`config.mk`:
```
export PLATFORM = sky130hd
export DESIGN_NAME = move_gen_scheduler
export DESIGN_NICKNAME = d
export VERILOG_FILES = /design/src/rtl/chess_pkg.sv /design/src/rtl/piece_decode.sv /design/src/rtl/move_gen_scheduler.sv
export SDC_FILE = /design/constraint.sdc
export NUM_CORES = 1
export LEC_CHECK = 0
export CORE_MARGIN = 8
export CORE_UTILIZATION = 40
export CTS_CLUSTER_DIAMETER = 60
export DETAILED_ROUTE_END_ITERATION = 8
export GPL_ROUTABILITY_DRIVEN = 0
export HOLD_SLACK_MARGIN = 0.1
export PLACE_DENSITY = 0.68
export SETUP_SLACK_MARGIN = 0.5
export SLEW_MARGIN = 0
export SYNTH_ARGS = -nofsm -noshare
export SYNTH_HDL_FRONTEND = slang
export SYNTH_SLANG_ARGS = --single-unit
```
`constraint.sdc`:
```
create_clock -name clk -period 4.6 [get_ports clk]
set_clock_uncertainty 0.2 [all_clocks]
set_input_delay 0.92 -clock clk [delete_from_list [all_inputs] [get_ports clk]]
set_output_delay 0.92 -clock clk [all_outputs]
set_load 0.01 [all_outputs]
```
`src/rtl/chess_pkg.sv`:
```
// rtl/chess_pkg.sv - shared piece encoding, register map and scheduler states
package chess_pkg;

  typedef enum logic [2:0] {
    PAWN   = 3'd0,
    ROOK   = 3'd1,
    KNIGHT = 3'd2,
    BISHOP = 3'd3,
    QUEEN  = 3'd4,
    KING   = 3'd5
  } piece_t;

  // Lower bound of each piece's magnitude band; the king is a single value
  localparam logic [7:0] PAWN_MIN   = 8'd1;
  localparam logic [7:0] ROOK_MIN   = 8'd9;
  localparam logic [7:0] KNIGHT_MIN = 8'd19;
  localparam logic [7:0] BISHOP_MIN = 8'd29;
  localparam logic [7:0] QUEEN_MIN  = 8'd39;
  localparam logic [7:0] KING_VAL   = 8'd48;

  localparam logic [3:0] REG_CTRL   = 4'd0;
  localparam logic [3:0] REG_BOARD  = 4'd1;
  localparam logic [3:0] REG_DEST   = 4'd2;
  localparam logic [3:0] REG_COLOUR = 4'd3;

  localparam logic [3:0] GEN_REG_CTRL  = 4'd0;
  localparam logic [3:0] GEN_REG_BOARD = 4'd1;
  localparam logic [3:0] GEN_REG_DEST  = 4'd2;
  localparam logic [3:0] GEN_REG_X     = 4'd3;
  localparam logic [3:0] GEN_REG_Y     = 4'd4;

  localparam int BOARD_SQUARES = 64;

  typedef enum logic [3:0] {
    S_IDLE, S_RD_REQ, S_RD_WAIT, S_DECODE,
    S_G_BOARD, S_G_DEST, S_G_X, S_G_Y, S_G_START, S_G_POLL,
    S_ACCUM, S_NEXT, S_DONE
  } state_t;

endpackage

```
`src/rtl/piece_decode.sv`:
```
// rtl/piece_decode.sv - classifies a signed square byte into ownership and generator
module piece_decode
  import chess_pkg::*;
(
  input  logic [7:0] square,
  input  logic       colour,
  output logic       own,
  output piece_t     sel
);

  logic [7:0] mag;

  always_comb begin
    mag = square[7] ? (~square + 8'd1) : square;
    sel = PAWN;
    if (mag >= KING_VAL)        sel = KING;
    else if (mag >= QUEEN_MIN)  sel = QUEEN;
    else if (mag >= BISHOP_MIN) sel = BISHOP;
    else if (mag >= KNIGHT_MIN) sel = KNIGHT;
    else if (mag >= ROOK_MIN)   sel = ROOK;
    // -128 negates to itself and falls out through the magnitude bound
    own = (square != 8'd0) && (mag <= KING_VAL) && (square[7] == colour);
  end

endmodule

```
`src/rtl/move_gen_scheduler.sv`:
```
// rtl/move_gen_scheduler.sv - walks the board and dispatches each own piece to its move generator
module move_gen_scheduler
  import chess_pkg::*;
#(
  parameter int CNT_W = 16
) (
  input  logic        clk,
  input  logic        rst,
  output logic        slave_waitrequest,
  input  logic [3:0]  slave_address,
  input  logic        slave_read,
  output logic [31:0] slave_readdata,
  input  logic        slave_write,
  input  logic [31:0] slave_writedata,
  input  logic        master_waitrequest,
  output logic [31:0] master_address,
  output logic        master_read,
  input  logic [31:0] master_readdata,
  input  logic        master_readdatavalid,
  output logic [2:0]  gen_sel,
  input  logic        gen_waitrequest,
  output logic [3:0]  gen_address,
  output logic        gen_read,
  input  logic [31:0] gen_readdata,
  output logic        gen_write,
  output logic [31:0] gen_writedata
);

  state_t           state, state_next;
  logic [31:0]      board_addr, dest_reg, dest_ptr;
  logic             colour;
  logic [5:0]       idx;
  logic [CNT_W-1:0] total, n_r;
  piece_t           sel_r;
  logic             own_r;
  logic             dec_own;
  piece_t           dec_sel;
  logic             busy;
  logic             unused_bits;

  assign unused_bits = ^{master_readdata[31:8], gen_readdata[31:CNT_W]};
  assign gen_sel     = sel_r;
  assign busy        = (state != S_IDLE) && (state != S_DONE);

  piece_decode u_decode (
    .square (master_readdata[7:0]),
    .colour (colour),
    .own    (dec_own),
    .sel    (dec_sel)
  );

  always_ff @(posedge clk or posedge rst) begin
    if (rst) state <= S_IDLE;
    else     state <= state_next;
  end

  // Bus strobes are pure functions of state so a reset drops them immediately
  always_comb begin
    state_next        = state;
    master_read       = 1'b0;
    master_address    = 32'd0;
    gen_write         = 1'b0;
    gen_read          = 1'b0;
    gen_address       = 4'd0;
    gen_writedata     = 32'd0;
    slave_waitrequest = slave_read && (slave_address == REG_CTRL) && busy;
    case (state)
      S_IDLE: if (slave_write && slave_address == REG_CTRL) state_next = S_RD_REQ;
      S_RD_REQ: begin
        master_read    = 1'b1;
        master_address = board_addr + {26'd0, idx};
        if (!master_waitrequest) state_next = S_RD_WAIT;
      end
      S_RD_WAIT: if (master_readdatavalid) state_next = S_DECODE;
      S_DECODE:  state_next = own_r ? S_G_BOARD : S_NEXT;
      S_G_BOARD: begin
        gen_write     = 1'b1;
        gen_address   = GEN_REG_BOARD;
        gen_writedata = board_addr;
        if (!gen_waitrequest) state_next = S_G_DEST;
      end
      S_G_DEST: begin
        gen_write     = 1'b1;
        gen_address   = GEN_REG_DEST;
        gen_writedata = dest_ptr;
        if (!gen_waitrequest) state_next = S_G_X;
      end
      S_G_X: begin
        gen_write     = 1'b1;
        gen_address   = GEN_REG_X;
        gen_writedata = {29'd0, idx[2:0]};
        if (!gen_waitrequest) state_next = S_G_Y;
      end
      S_G_Y: begin
        gen_write     = 1'b1;
        gen_address   = GEN_REG_Y;
        gen_writedata = {29'd0, idx[5:3]};
        if (!gen_waitrequest) state_next = S_G_START;
      end
      S_G_START: begin
        gen_write   = 1'b1;
        gen_address = GEN_REG_CTRL;
        if (!gen_waitrequest) state_next = S_G_POLL;
      end
      S_G_POLL: begin
        gen_read    = 1'b1;
        gen_address = GEN_REG_CTRL;
        if (!gen_waitrequest) state_next = S_ACCUM;
      end
      S_ACCUM: state_next = S_NEXT;
      S_NEXT:  state_next = (idx == 6'd63) ? S_DONE : S_RD_REQ;
      S_DONE:  if (slave_read && slave_address == REG_CTRL) state_next = S_IDLE;
      default: state_next = S_IDLE;
    endcase
  end

  always_comb begin
    slave_readdata = 32'd0;
    if (slave_read) begin
      case (slave_address)
        REG_CTRL:   slave_readdata = 32'(total);
        REG_BOARD:  slave_readdata = board_addr;
        REG_DEST:   slave_readdata = dest_reg;
        REG_COLOUR: slave_readdata = {31'd0, colour};
        default:    slave_readdata = 32'd0;
      endcase
    end
  end

  always_ff @(posedge clk or posedge rst) begin
    if (rst) begin
      board_addr <= 32'd0;
      dest_reg   <= 32'd0;
      dest_ptr   <= 32'd0;
      colour     <= 1'b0;
      idx        <= 6'd0;
      total      <= '0;
      n_r        <= '0;
      sel_r      <= PAWN;
      own_r      <= 1'b0;
    end else begin
      if (state == S_IDLE && slave_write) begin
        case (slave_address)
          REG_BOARD:  board_addr <= slave_writedata;
          REG_DEST:   dest_reg   <= slave_writedata;
          REG_COLOUR: colour     <= slave_writedata[0];
          REG_CTRL: begin
            dest_ptr <= dest_reg;
            idx      <= 6'd0;
            total    <= '0;
          end
          default: ;
        endcase
      end
      // gen_sel only moves on a dispatch so it is steady for the whole sequence
      if (state == S_RD_WAIT && master_readdatavalid) begin
        own_r <= dec_own;
        if (dec_own) sel_r <= dec_sel;
      end
      if (state == S_G_POLL && !gen_waitrequest) n_r <= gen_readdata[CNT_W-1:0];
      if (state == S_ACCUM) begin
        dest_ptr <= dest_ptr + (32'(n_r) << 6);
        total    <= total + n_r;
      end
      if (state == S_NEXT && idx != 6'd63) idx <= idx + 6'd1;
    end
  end

endmodule
```
### Yosys cells after proc, flatten, opt, wreduce, memory -nomap -nowiden

Index checks and enable logic that the tools add are counted.

* register bits after elaboration: 143
* bits of input ports: 107
* word-level logic and storage cells: 114

* add/subtract/negate cells: 5
* order comparisons: 6
* equality and inequality tests: 29
* mux-type cells: 36
* bitwise operators: 1
* reductions and logical operators: 27

Operators with widths (number)
* case mux 32 bit (4 select lines): 2
* 2-to-1 mux 32 bit: 5
* case mux 4 bit (13 select lines): 1
* 2-to-1 mux 16 bit: 3
* 2-to-1 mux 4 bit: 12
* adder 32 x 22 -> 32 bit: 1
* adder 32 x 6 -> 32 bit: 1
* == test 4 bit, second input constant: 5
* != test 2 bit, second input constant: 10
* 2-to-1 mux 6 bit: 3
* adder 16 bit: 1
* == test 4 x 2 -> 1 bit, second input constant: 4
* == test 4 x 3 -> 1 bit, second input constant: 4
* greater-or-equal comparator 8 x 5 -> 1 bit, second input constant: 2
* greater-or-equal comparator 8 x 6 -> 1 bit, second input constant: 2
* 2-to-1 mux 3 bit: 4
* case mux 3 bit (4 select lines): 1
* AND reduction 2 bit: 6
* logical AND 1 bit: 10
* AND reduction 10 bit: 1
* adder 8 x 1 -> 8 bit, second input constant: 1
* == test 4 x 1 -> 1 bit, second input constant: 2
* greater-or-equal comparator 8 x 4 -> 1 bit, second input constant: 1
* <= comparator 8 x 6 -> 1 bit, second input constant: 1
* 14 further kinds: 21

### Depth between registers and ports, before layout

Gate-level depths: netlist of run 1.

* depth after elaboration: 9
* gate-level depth with buffers: 11
* mapped depth without buffers: 10

### Modules after synthesis

Synthesis of run 1 repeated with hierarchy kept, for this count alone.

* cell total of the unflattened synthesis: 1034
* area total of the unflattened synthesis: 9679.3 µm²

By module, submodules not included
* move_gen_scheduler: instances 1, cells each 970, area each 9250.1 µm², seq. area each 3578.4 µm²
* piece_decode: instances 1, cells each 64, area each 429.2 µm², seq. area each 0.0 µm²

### Least setup slack after synthesis of run 1

Ideal clock, no wire load.

* path type: reg2out
* start point: register idx[0]
* end point: output port master_address[26]
* data arrival time: 2448 ps
* required time: 3480 ps
* path slack: 1032 ps
* cell stages (with the launch flop): 12
* buffers on the path: 1
* cell sequence: dfrtp_1 -> ha_1 -> inv_1 -> fa_1 -> nor2b_1 -> o21ai_1 -> a21oi_1 -> o21ai_1 -> a21oi_1 -> clkbuf_1 -> nand4_1 -> a21oi_1

* word-level cells in the longest chain between the ends: 2

RTL lines
* start, declared: line move_gen_scheduler.sv:32 `logic [5:0] idx;`
* start signal, assigned: line move_gen_scheduler.sv:165 `if (state == S_NEXT && idx != 6'd63) idx <= idx + 6'd1;`
* adder 32 x 6 -> 32 bit: line move_gen_scheduler.sv:71 `master_address = board_addr + {26'd0, idx};`
* 2-to-1 mux 32 bit: line move_gen_scheduler.sv:67 `case (state)`
* end, declared: line move_gen_scheduler.sv:16 `output logic [31:0] master_address,`

Every way passes these cells.

### Worst setup path after layout of run 1

* start point: register board_addr[0]
* end point: output port master_address[26]

* word-level cells in the longest chain between the ends: 2

RTL lines
* start, declared: line move_gen_scheduler.sv:30 `logic [31:0] board_addr, dest_reg, dest_ptr;`
* start signal, assigned: line move_gen_scheduler.sv:144 `REG_BOARD: board_addr <= slave_writedata;`
* adder 32 x 6 -> 32 bit: line move_gen_scheduler.sv:71
* 2-to-1 mux 32 bit: line move_gen_scheduler.sv:67

Every way passes these cells.

==> flow_metrics.py, run 1 <==
metrics = {
    "route": {
        "drt_iter0_drc": 670,
        "wl_um": 30900,
        "wl_per_cell_um": 20.05,
        "vias_per_cell": 5.722,
        "first_pass_iters": 6,
        "drc_errors": 0,
        "ant_nets": 0,
        "vias": 8818,
    },
    "outcome": {
        "outcome": "finished, final reports clean",
    },
    "floorplanning": {
        "rows": 56,
        "die_x_um": 170.4,
        "die_height_um": 170.4,
        "dieArea_mm2": 0.02905,
        "io_pins": 214,
        "core-area_mm2": 0.02347,
        "start_util_pct": 40.65,
    },
    "synthesis": {
        "synth_top_area_share_pct": 37.50,
        "yosys.area.top_type": "dfrtp_1",
        "ys_warn_count": 0,
        "syn_nets": 1189,
        "synth-main-ff-cell": "dfrtp_1",
        "synth_top_family_by_area": "compound AO/OA/AOI/OAI gates",
        "synthesis.area_mm2": 0.009542,
        "muxShareOfSynthArea_pct": 12.26,
        "async_flop_share_pct": 100.0,
        "synth-simple-area-share_pct": 15.33,
        "syn_inst": 1039,
        "synth_fa_ha_area_share_pct": 5.980,
        "seq_area_frac_synth_pct": 37.50,
        "synth_edf_count": 0,
        "synth.area.top_cells": "dfrtp_1 38%, mux2_1 8.4%, ha_1 5.2%",
        "avgSynthCellArea_um2": 9.183,
        "ys_ff_latch": 143,
        "synth_cell_types": 68,
        "synth_compound_area_share_pct": 20.73,
        "synth_xor_xnor_area_share_pct": 4.222,
    },
    "critical_path": {
        "crit_cells": 13,
        "required_ps": 3480,
        "worstPathCellList": "ha_2 > inv_1 > fa_2 > nor2b_2 > o21ai_1 > a21oi_2 > o21ai_4 > a21oi_4 > buf_6 > buf_4 > nand4_1 > a21oi_1 > clkbuf_2",
        "cp.arrival_ps": 2950,
        "cp-start-kind": "flip-flop",
        "worstPathBufferInverterCount": 4,
        "cp_slowest_stage_delay_ps": 380,
        "reg2reg_depth": 9,
        "crit_type": "flip-flop to output pin",
        "worst-path-max-fanout": 6,
        "cp-end-kind": "output pin",
        "cpMaxStageDelayCell": "dfrtp_2",
        "critPathTopFamily": "compound AO/OA/AOI/OAI gates",
    },
    "timing": {
        "final.setup.worst_slack_ps": 531.3,
        "whs_ps": 280.6,
        "tightestPinTransition_ps": 838.9,
        "hold_viol": 0,
        "setup_tns_ps": 0,
        "final.period_utilization_pct": 88.45,
        "post-route-min-period_ps": 4069,
        "max_freq_ghz": 0.2458,
        "slew_headroom_pct": 44.08,
        "finalMaxSlewViolations": 0,
        "setup_viol": 0,
        "rsz0062_at_grt": "true",
    },
    "finish": {
        "final_layout_size_suffix_gt1_share_pct": 10.73,
        "fin_area_mm2": 0.01243,
        "finalNetCount": 1359,
        "utilization_pct": 52.96,
        "fill_cells": 2136,
        "synthToLayoutAreaGrowth_pct": 30.29,
        "stdcell_count": 1541,
    },
    "cts": {
        "clk_latency_ps": 430,
        "clk_pin_slew_worst_paths_ps": 60,
        "hold_buffers": 0,
        "cts_tree": "done",
        "cts_buffer_depth": 2,
        "cts.sinks": 143,
        "cts_root_buffer": "clkbuf_16",
        "h-tree-depth": 4,
        "cts_buffers": 17,
    },
    "power_and_ir_drop": {
        "leakage_nw": 5.572,
        "powerDensity_mw_per_mm2": 529.8,
        "total_power_mw": 6.586,
        "ir_worst_vdd_mv": 0.2643,
    },
    "global_routing": {
        "grt_max_degree": 144,
        "first_global_vias": 8764,
        "grt.total_usage_pct": 21.15,
        "overflow": 0,
        "grt_first_pass_wirelength_um": 48220,
        "antenna_found_initial": 1,
    },
    "run": {
        "drv_cap": 0,
    },
    "place": {
        "dp_hpwl_um": 22360,
        "pre_cts_ws_ps": 402.9,
        "place_area_mm2": 0.01167,
        "portBuffers": 172,
        "placedCellCount": 1496,
    },
    "worst_hold_path": {
        "whs_path_depth": 2,
        "hp-class": "flip-flop to flip-flop",
    },
}
==> worst paths after layout <==
path / start / endpoint / slack [ps]
setup / recovery: board_addr[0] / master_address[26] / 530
hold reg to reg: dest_ptr[1] / dest_ptr[1] / 280
max in group asynchronous: rst / idx[1] / 2640
hold / removal: dest_ptr[1] / dest_ptr[1] / 280
setup reg to reg: n_r[0] / dest_ptr[30] / 1250
min in group asynchronous: rst / board_addr[22] / 850
==> area by class of cell <==
class / count / area, um^2 / share of cell area (%)
Timing Repair Buffer: 215 / 2034 / 16.36
Tap cell: 319 / 399.1 / 3.211
Inverter: 30 / 116.4 / 0.9360
Clock buffer: 22 / 474.2 / 3.814
Clock inverter: 9 / 110.1 / 0.8857
Sequential cell: 143 / 3583 / 28.82
Antenna cell: 1 / 2.502 / 0.02013
Multi-Input combinational cell: 802 / 5712 / 45.94
==> cell usage in the layout (no fill, tap or decap), drive strengths merged, types with 19 or more instances in the layout <==
cell           instances
clkdlybuf4s50        145
dfrtp                143
nor2                 103
nand2                 96
mux2                  81
o21ai                 65
a21oi                 59
buf                   45
ha                    40
a22o                  34
a22oi                 33
clkbuf                30
inv                   29
xor2                  24
nand3                 23
xnor2                 22
mux2i                 19
and3                  19
==> worst reg2reg max path, stage by stage, from the launching register on <==
cell      delay, ps
dfrtp_1         420
ha_1            230
fa_1            430
a211oi_1        430
o211ai_1        260
a221oi_2        580
o22ai_1         250
nand4_1         240
o211ai_1        110
o311ai_1        100
==> cells by family after synthesis <==
kind of cell | Yosys count
AND/OR/NAND/NOR | 316
XOR/XNOR | 46
multiplexers | 103
buffers and inverters | 94
flip-flops | 143
other | 1
AO/OA/AOI/OAI | 292
adder cells (fa/ha/maj) | 44
==> cells in the mapped netlist, types with 24 or more instances <==
master / number
clkbuf_1: 45
nand2_1: 95
mux2_1: 71
inv_1: 29
a21oi_1: 59
o21ai_0: 27
o21ai_1: 38
ha_1: 40
dfrtp_1: 143
a22oi_1: 33
a22o_1: 34
xor2_1: 24
nor2_1: 103
==> power breakdown <==
part | internal [mW] | switching [mW] | total (mW)
clock network | 0.838 | 0.543 | 1.38
registers | 1.64 | 0.462 | 2.10
logic | 1.37 | 1.73 | 3.10
total | 3.85 | 2.74 | 6.59
==> per-layer routing <==
layer / GRT usage (%) / routed length, um / part of all wire [%] / up-vias
li1: - / - / - / 4151
met1: 27.83 / 13670 / 44 / 4349
met2: 34.77 / 14770 / 48 / 291
met3: 5.051 / 1993 / 6.4 / 27
met4: 4.615 / 473 / 1.5 / 0
met5: 0 / 0 / 0 / -
==> what timing repair did <==
| item | in CTS | in global routing |
|---|---|---|
| setup endpoints to repair | 44 | 37 |
| gates cloned | 1 | 0 |
| endpoints found under the hold margin | 0 | 0 |
| pin swaps | 6 | 5 |
| gates resized for setup | 52 | 31 |
| setup buffers | 10 | 2 |
Power figures use the tool's default switching activity.
==> inputs of run 2 (changes only) <==
--- a/config.mk
+++ b/config.mk
@@ -10,6 +10,7 @@
 export CTS_CLUSTER_DIAMETER = 60
 export DETAILED_ROUTE_END_ITERATION = 8
 export GPL_ROUTABILITY_DRIVEN = 0
+export GPL_TIMING_DRIVEN = 0
 export HOLD_SLACK_MARGIN = 0.1
 export PLACE_DENSITY = 0.68
 export SETUP_SLACK_MARGIN = 0.5
==> flow_metrics.py, run 2 (synthesized netlist as in run 1, its figures left out) <==
metrics = {
    "critical_path": {
        "cp-start-kind": "input port",
        "cp-end-kind": "output pin",
        "required_ps": 3480,
        "worstPathBufferInverterCount": 3,
        "critPathTopFamily": "buffers and inverters",
        "cpMaxStageDelayCell": "clkdlybuf4s50_1",
        "crit_type": "input port to output pin",
        "worst-path-max-fanout": 5,
        "cp_slowest_stage_delay_ps": 550,
        "worstPathCellList": "clkdlybuf4s50_1 > nor2_4 > nand2_1 > nor2_4 > buf_4 > a22oi_1 > nor2_1 > clkdlybuf4s50_1",
        "cp.arrival_ps": 2960,
    },
    "finish": {
        "utilization_pct": 54.24,
        "final_layout_size_suffix_gt1_share_pct": 11.26,
        "finalNetCount": 1407,
        "fill_cells": 2153,
        "stdcell_count": 1590,
        "regArea_mm2": 0.003582,
        "synthToLayoutAreaGrowth_pct": 33.43,
        "final_cell_mix": "140 x dfrtp_1, 131 x clkdlybuf4s50_1, 97 x nor2_1, 94 x nand2_1, 71 x mux2_1",
        "multiInputGateArea_mm2": 0.005752,
        "final_common_cell": "dfrtp_1",
        "fin_area_mm2": 0.01273,
    },
    "global_routing": {
        "first_global_vias": 9145,
        "antenna_found_initial": 1,
        "met1_usage_pct": 30.39,
        "overflow": 0,
        "use_met3_pct": 5.120,
        "grt.total_usage_pct": 22.77,
        "grt_first_pass_wirelength_um": 51240,
        "grt_max_degree": 41,
        "grtUsageMet2_pct": 35.27,
        "gr-max-usage-layer": "met2",
    },
    "route": {
        "wl_per_cell_um": 20.90,
        "drc_errors": 0,
        "vias": 9247,
        "ant_nets": 0,
        "vias_per_cell": 5.816,
        "wl_um": 33230,
        "drt_iter0_drc": 706,
        "first_pass_iters": 6,
    },
    "cts": {
        "h-tree-depth": 4,
        "cts.sinks": 143,
        "clk_pin_slew_worst_paths_ps": 60,
        "cts_root_buffer": "clkbuf_16",
        "cts_tree": "done",
        "clk_latency_ps": 440,
        "hold_buffers": 0,
        "cts_buffer_depth": 2,
        "cts_buffers": 17,
    },
    "floorplanning": {
        "rows": 56,
        "io_pins": 214,
        "core-area_mm2": 0.02347,
        "start_util_pct": 40.65,
        "die_x_um": 170.4,
        "dieArea_mm2": 0.02905,
        "die_height_um": 170.4,
    },
    "power_and_ir_drop": {
        "power_switching_mw": 2.864,
        "ir_worst_vdd_mv": 0.2838,
        "pwr-share-seq_pct": 31.0,
        "combPwrFrac_pct": 48.5,
        "leakage_nw": 5.806,
        "p_clk_share_pct": 20.5,
        "powerDensity_mw_per_mm2": 526.4,
        "total_power_mw": 6.702,
        "p_sw_share_pct": 42.74,
        "p_int_mw": 3.838,
    },
    "timing": {
        "max_freq_ghz": 0.2450,
        "setup_tns_ps": 0,
        "final.setup.worst_slack_ps": 518.1,
        "final.period_utilization_pct": 88.74,
        "setup_viol": 0,
        "post-route-min-period_ps": 4082,
        "rsz0062_at_grt": "true",
        "whs_ps": 278.5,
        "finalMaxSlewViolations": 0,
        "hold_viol": 0,
        "slew_headroom_pct": 40.66,
        "tightestPinTransition_ps": 890.1,
    },
    "run": {
        "drv_cap": 0,
    },
    "place": {
        "pre_cts_ws_ps": -411.7,
        "place_area_mm2": 0.01172,
        "placedCellCount": 1532,
        "portBuffers": 170,
        "dp_hpwl_um": 24700,
    },
    "outcome": {
        "outcome": "finished, final reports clean",
    },
    "worst_hold_path": {
        "hp-class": "flip-flop to flip-flop",
    },
}
==> run 2: cell types whose count changed in the layout (fill, tap and decap cells not counted), sizes merged <==
| cell | change |
|---|---|
| dlymetal6s2s | +4 |
| clkdlybuf4s15 | -1 |
| dlygate4sd2 | +13 |
| inv | +2 |
| clkinvlp | +2 |
| clkdlybuf4s50 | -14 |
| buf | +10 |
| clkbuf | +33 |
==> run 2: path summary, 6_finish.rpt <==
kind                                   from            endpoint  slack (ps)  cells after the start
setup reg to reg                     n_r[0]        dest_ptr[24]        1240                      9
hold / removal                  dest_ptr[1]         dest_ptr[1]         280                      2
hold reg to reg                 dest_ptr[1]         dest_ptr[1]         280                      2
min in group asynchronous               rst      board_addr[19]         750                      2
max in group asynchronous               rst       board_addr[7]        2520                      4
setup / recovery           slave_address[3]  slave_readdata[20]         520                      8
==> run 2: repair_timing <==
item / 4_1_cts / 5_1_grt
pin swaps: 12 / 9
endpoints found under the setup margin: 78 / 55
cloned: 0 / 0
gates resized for setup: 116 / 29
setup buffers: 18 / 7
==> run 2: cell type report <==
class	instances	area share [%]
tap	319	3.135
inverter	30	0.9140
clock inverter	13	1.091
multi-input combinational	802	45.18
timing repair buffer	199	15.33
clock buffer	19	3.400
antenna	1	0.01966
buffer	64	2.791
sequential	143	28.14
==> run 2: tightest hold or removal path, stage by stage (launching register included) <==
cell and delay (ps):
dfrtp_1 340, nand2_1 50, nand2_1 60
==> run 2: layer usage <==
metal | routed length, um | vias to the layer above
met5 | 0 | -
met4 | 915 | 0
met2 | 15110 | 417
li1 | - | 4257
met1 | 14610 | 4510
met3 | 2602 | 63
==> run 2: power by group through the flow <==
| stage | registers, mW | logic (mW) | clock network, mW |
|---|---|---|---|
| after floorplan | 1.92 | 2.37 | 0 |
| after global placement | 2.07 | 3.02 | 0 |
| after detailed placement | 2.08 | 3.10 | 0 |
| after CTS | 2.06 | 3.18 | 1.39 |
| after global routing | 2.11 | 3.61 | 1.45 |
| final | 2.08 | 3.25 | 1.38 |
==> edit 1: new RTL, settings of run 2 <==
Set the parameter `CNT_W` to 12 (it was 16).
--- a/src/rtl/move_gen_scheduler.sv
+++ b/src/rtl/move_gen_scheduler.sv
@@ -2,7 +2,7 @@
 module move_gen_scheduler
   import chess_pkg::*;
 #(
-  parameter int CNT_W = 16
+  parameter int CNT_W = 12
 ) (
   input  logic        clk,
   input  logic        rst,
Function: no difference found for any inputs over 4 cycles, from zero or initial values and one cycle with rst high; that may be too few to reach the edited logic, so the function may still have changed.
==> edit 1 against run 2 <==
  * Combinational power fell by 9.8%
  * Worst hold slack got worse by 0.0017 ns
  * Routed wire length fell by 1.5%
  * Setup slack improved by 0.013 ns
  * Count of clock-buffer cells in the layout rose by 2
  * Non-clock buffer count fell by 20
  * Area after synthesis fell by 4.9%
  * Critical path depth rose by 1
  * Final area fell by 3.9%
  * Total power fell by 5.4%
  * Synthesized cell count fell by 4.4%
  * Sequential cell count fell by 8
==> edit 1: results (changes against run 2) <==
dp.cells: 1446  # -5.6%
syn_nets: 1135  # -4.5%
met2_usage_pct: 37.4  # +2.1 points
seq_cells: 135  # -5.6%
buffer_area_share_pct: 17.5  # -0.66 points
postCtsSetupRepairBufs: 7  # -11
cts_resized: 74  # -36%
grt_pass1_wl_um: 50500  # -1.4%
synth_commonest_cells: "dfrtp_1, nor2_1, nand2_1"
inv_count: 28  # -6.7%
cp.arrival_ns: 2.95  # about the same
multi_input_area_share_pct: 46.4  # +1.2 points
avgViaCountPerCell: 5.94  # +2.1%
ir_drop_mv: 0.289  # +2.0%
p_per_area_mw_per_mm2: 518  # -1.6%
status: "complete, no violations"
p_seq_share_pct: 32.9  # +1.9 points
synthMuxAreaShare_pct: 12.7  # +0.40 points
grtUsageTotal_pct: 23.0  # +0.28 points
grt_pass1_vias: 8606  # -5.9%
clock_buffers: 21  # +2
synth_area_leaders: "dfrtp_1, mux2_2, ha_1"
layout-drive-gt1-share_pct: 17.8  # +6.5 points
met2_length_um: 15400  # +1.6%
cp_max_fo: 4  # -1
met1_length_um: 13900  # -4.6%
synth.distinct_cells: 69  # +1.5%
synth-xor-area-share_pct: 4.05  # -0.17 points
cpPeakStageDelay_ns: 0.44  # -0.11 ns
fin_nets: 1335  # -5.1%
dp_hpwl_um: 23900  # -3.4%
num-multi-input-gates: 768  # -4.2%
dr.pass1.iters: 5  # -1
grtUsageMet1_pct: 30.2  # -0.19 points
edit 1: final timing paths:
check,startpoint,to,slack (ns),cells past startpoint
max,board_addr[2]$_DFFE_PP0P_,master_address[26],0.53,9
min,dest_ptr[3]$_DFFE_PP0P_,dest_ptr[3]$_DFFE_PP0P_,0.28,2
max reg2reg,dest_ptr[6]$_DFFE_PP0P_,dest_ptr[24]$_DFFE_PP0P_,1.33,9
min reg2reg,dest_ptr[3]$_DFFE_PP0P_,dest_ptr[3]$_DFFE_PP0P_,0.28,2
max in group asynchronous,rst,board_addr[14]$_DFFE_PP0P_,2.54,4
min in group asynchronous,rst,state[1]$_DFFE_PP0P_,0.77,2
edit 1: power by group through the flow:
stage / registers (mW) / logic (mW) / clock network (mW)
floorplan: 1.91 / 2.07 / 0
global placement: 2.07 / 2.72 / 0
detailed placement: 2.09 / 2.79 / 0
CTS: 2.07 / 2.84 / 1.34
global route: 2.13 / 3.24 / 1.39
finish: 2.08 / 2.93 / 1.33
==> edit 2: new RTL, settings of run 2 <==
Made on the original files. Reset style: synchronous (`rst`), changed in 2 clocked blocks.
--- a/src/rtl/move_gen_scheduler.sv
+++ b/src/rtl/move_gen_scheduler.sv
@@ -49,7 +49,7 @@
     .sel    (dec_sel)
   );
 
-  always_ff @(posedge clk or posedge rst) begin
+  always_ff @(posedge clk) begin
     if (rst) state <= S_IDLE;
     else     state <= state_next;
   end
@@ -127,7 +127,7 @@
     end
   end
 
-  always_ff @(posedge clk or posedge rst) begin
+  always_ff @(posedge clk) begin
     if (rst) begin
       board_addr <= 32'd0;
       dest_reg   <= 32'd0;
Formal check against the unedited RTL: differs if rst is asserted again (counterexample within 4 cycles, from zero or initial values and one cycle with rst high); with rst held inactive, the same outputs for 4 cycles.
==> edit 2 against run 2 <==
  * Count of clock-buffer cells in the layout is 1 higher
  * Utilization is 0.40 points lower
  * Final area is 5.1% lower
  * Cell count is 8.9% higher
  * Area after synthesis is 5.3% lower
  * Register-to-register slack hardly changed
  * Die area is 4.8% lower
  * Routed wire length is 7.2% higher
  * Via count is 11% higher
  * Worst hold slack worse by 0.029 ns
  * Sequential cell count stayed put
  * Setup slack better by 0.026 ns
Power is not compared: it rests on default switching activity, and its combinational part moved more than twofold at a synthesized area within 25%.
==> edit 2: results (changes against run 2) <==
status: "complete, no violations"
worstMarginPinSlew_ns: 1.26  # +0.374 ns
dp_hpwl_um: 27200  # +10%
grt_pass1_wl_um: 54300  # +6.0%
slowest_stage: "or3_4"
num-multi-input-gates: 970  # +21%
seq_area_frac_synth_pct: 31.7  # -5.8 points
min_to: "gen_sel[2]$_SDFFE_PP0P_"
synth.distinct_cells: 74  # +8.8%
drt_first_iter_violations: 1312  # +86%
cp.arrival_ns: 2.94  # -0.02 ns
dp_slack_ns: -0.421  # -0.00941 ns
antenna_found_initial: 0  # -1
wl_per_cell_um: 20.6  # -1.6%
grtUsageTotal_pct: 24.7  # +2.0 points
met2_length_um: 16300  # +7.9%
seq_area_share_pct: 23.8  # -4.3 points
synth_commonest_cells: "nand2_1, a21oi_1, dfxtp_1"
clock_area_share_pct: 4.89  # +0.40 points
hold_slack_ns: 0.250  # -0.0287 ns
multi_input_area_sq_mm: 0.00592  # +3.0%
clock_buffers: 20  # +1
crit_family: "compound AO/OA/AOI/OAI gates"
avgSynthCellArea_sq_um: 7.37  # -20%
signal_buffers: 277  # +5.3%
wl_met3_um: 3190  # +23%
synth_area_leaders: "dfxtp_1, nand2_1, a21oi_1"
min-delay-start: "gen_sel[2]$_SDFFE_PP0P_"
fillers: 2136  # -0.79%
dpl_cell_area_sq_mm: 0.0111  # -5.3%
grt_pass1_vias: 9585  # +4.8%
synth_ff_type: "dfxtp_1"
dr.pass1.iters: 8  # +2
synthesis.area_sq_mm: 0.00903  # -5.3%
vias: 10300  # +11%
r2r-end: "dest_ptr[12]$_SDFFE_PP0P_"
grt_start_max_net_pins: 17  # -59%
syn_nets: 1375  # +16%
-- edit 2: cell count changes in the layout (fill, tap and decap cells not counted), moves of 14 or more --
cell	run 2	this run
nand2_1	94	247
dfrtp_1	140	0
dfxtp_1	0	136
a21oi_1	56	142
mux2_1	71	0
o21ai_1	36	4
clkbuf_1	30	59
nor2_1	97	114
a222oi_1	0	15
mux2i_1	19	5
-- edit 2: worst max path at each step --
stage          cells past startpoint            endpoint  slack [ns]           startpoint
6_report                          12  master_address[14]        0.54  idx[0]$_SDFFE_PP0P_
5_1_grt                           13  master_address[30]        0.43  idx[0]$_SDFFE_PP0P_
4_1_cts                            7  slave_readdata[14]        0.38     slave_address[2]
3_5_place_dp                       6  slave_readdata[14]       -0.42     slave_address[1]
3_3_place_gp                       6  slave_readdata[14]       -0.95     slave_address[1]
2_1_floorplan                     11  master_address[24]        1.01  idx[0]$_SDFFE_PP0P_
-- edit 2: where the power goes --
part / switching [mW] / internal [mW] / total, mW
registers: 0.0112 / 1.25 / 1.26
clock network: 0.594 / 0.801 / 1.40
logic: 0.129 / 0.0896 / 0.219
total: 0.735 / 2.14 / 2.87
-- edit 2: logic make-up after synthesis --
kind of cell	after synthesis	share of synthesized area [%]
other	1	0.0415
buffers and inverters	112	4.76
and+or+nand+nor	519	25.9
AOI/OAI and AO/OA	362	26.5
adders and majority gates	43	6.21
DFF	143	31.7
muxes	9	1.43
xor gates and xnor gates	36	3.49
-- edit 2: layer usage --
metal | up-vias | global-route usage, %
met4 | 0 | 12.4
met3 | 123 | 4.44
li1 | 4811 | -
met1 | 4744 | 30.9
met2 | 575 | 40.4
met5 | - | 0
-- edit 2: what timing repair did --
item                       in CTS  in global routing
gates cloned                    1                  0
pin swaps                      20                 21
hold buffers                    0                  0
resized for setup             115                 69
setup endpoints to repair      69                 66
setup buffers                  17                  2
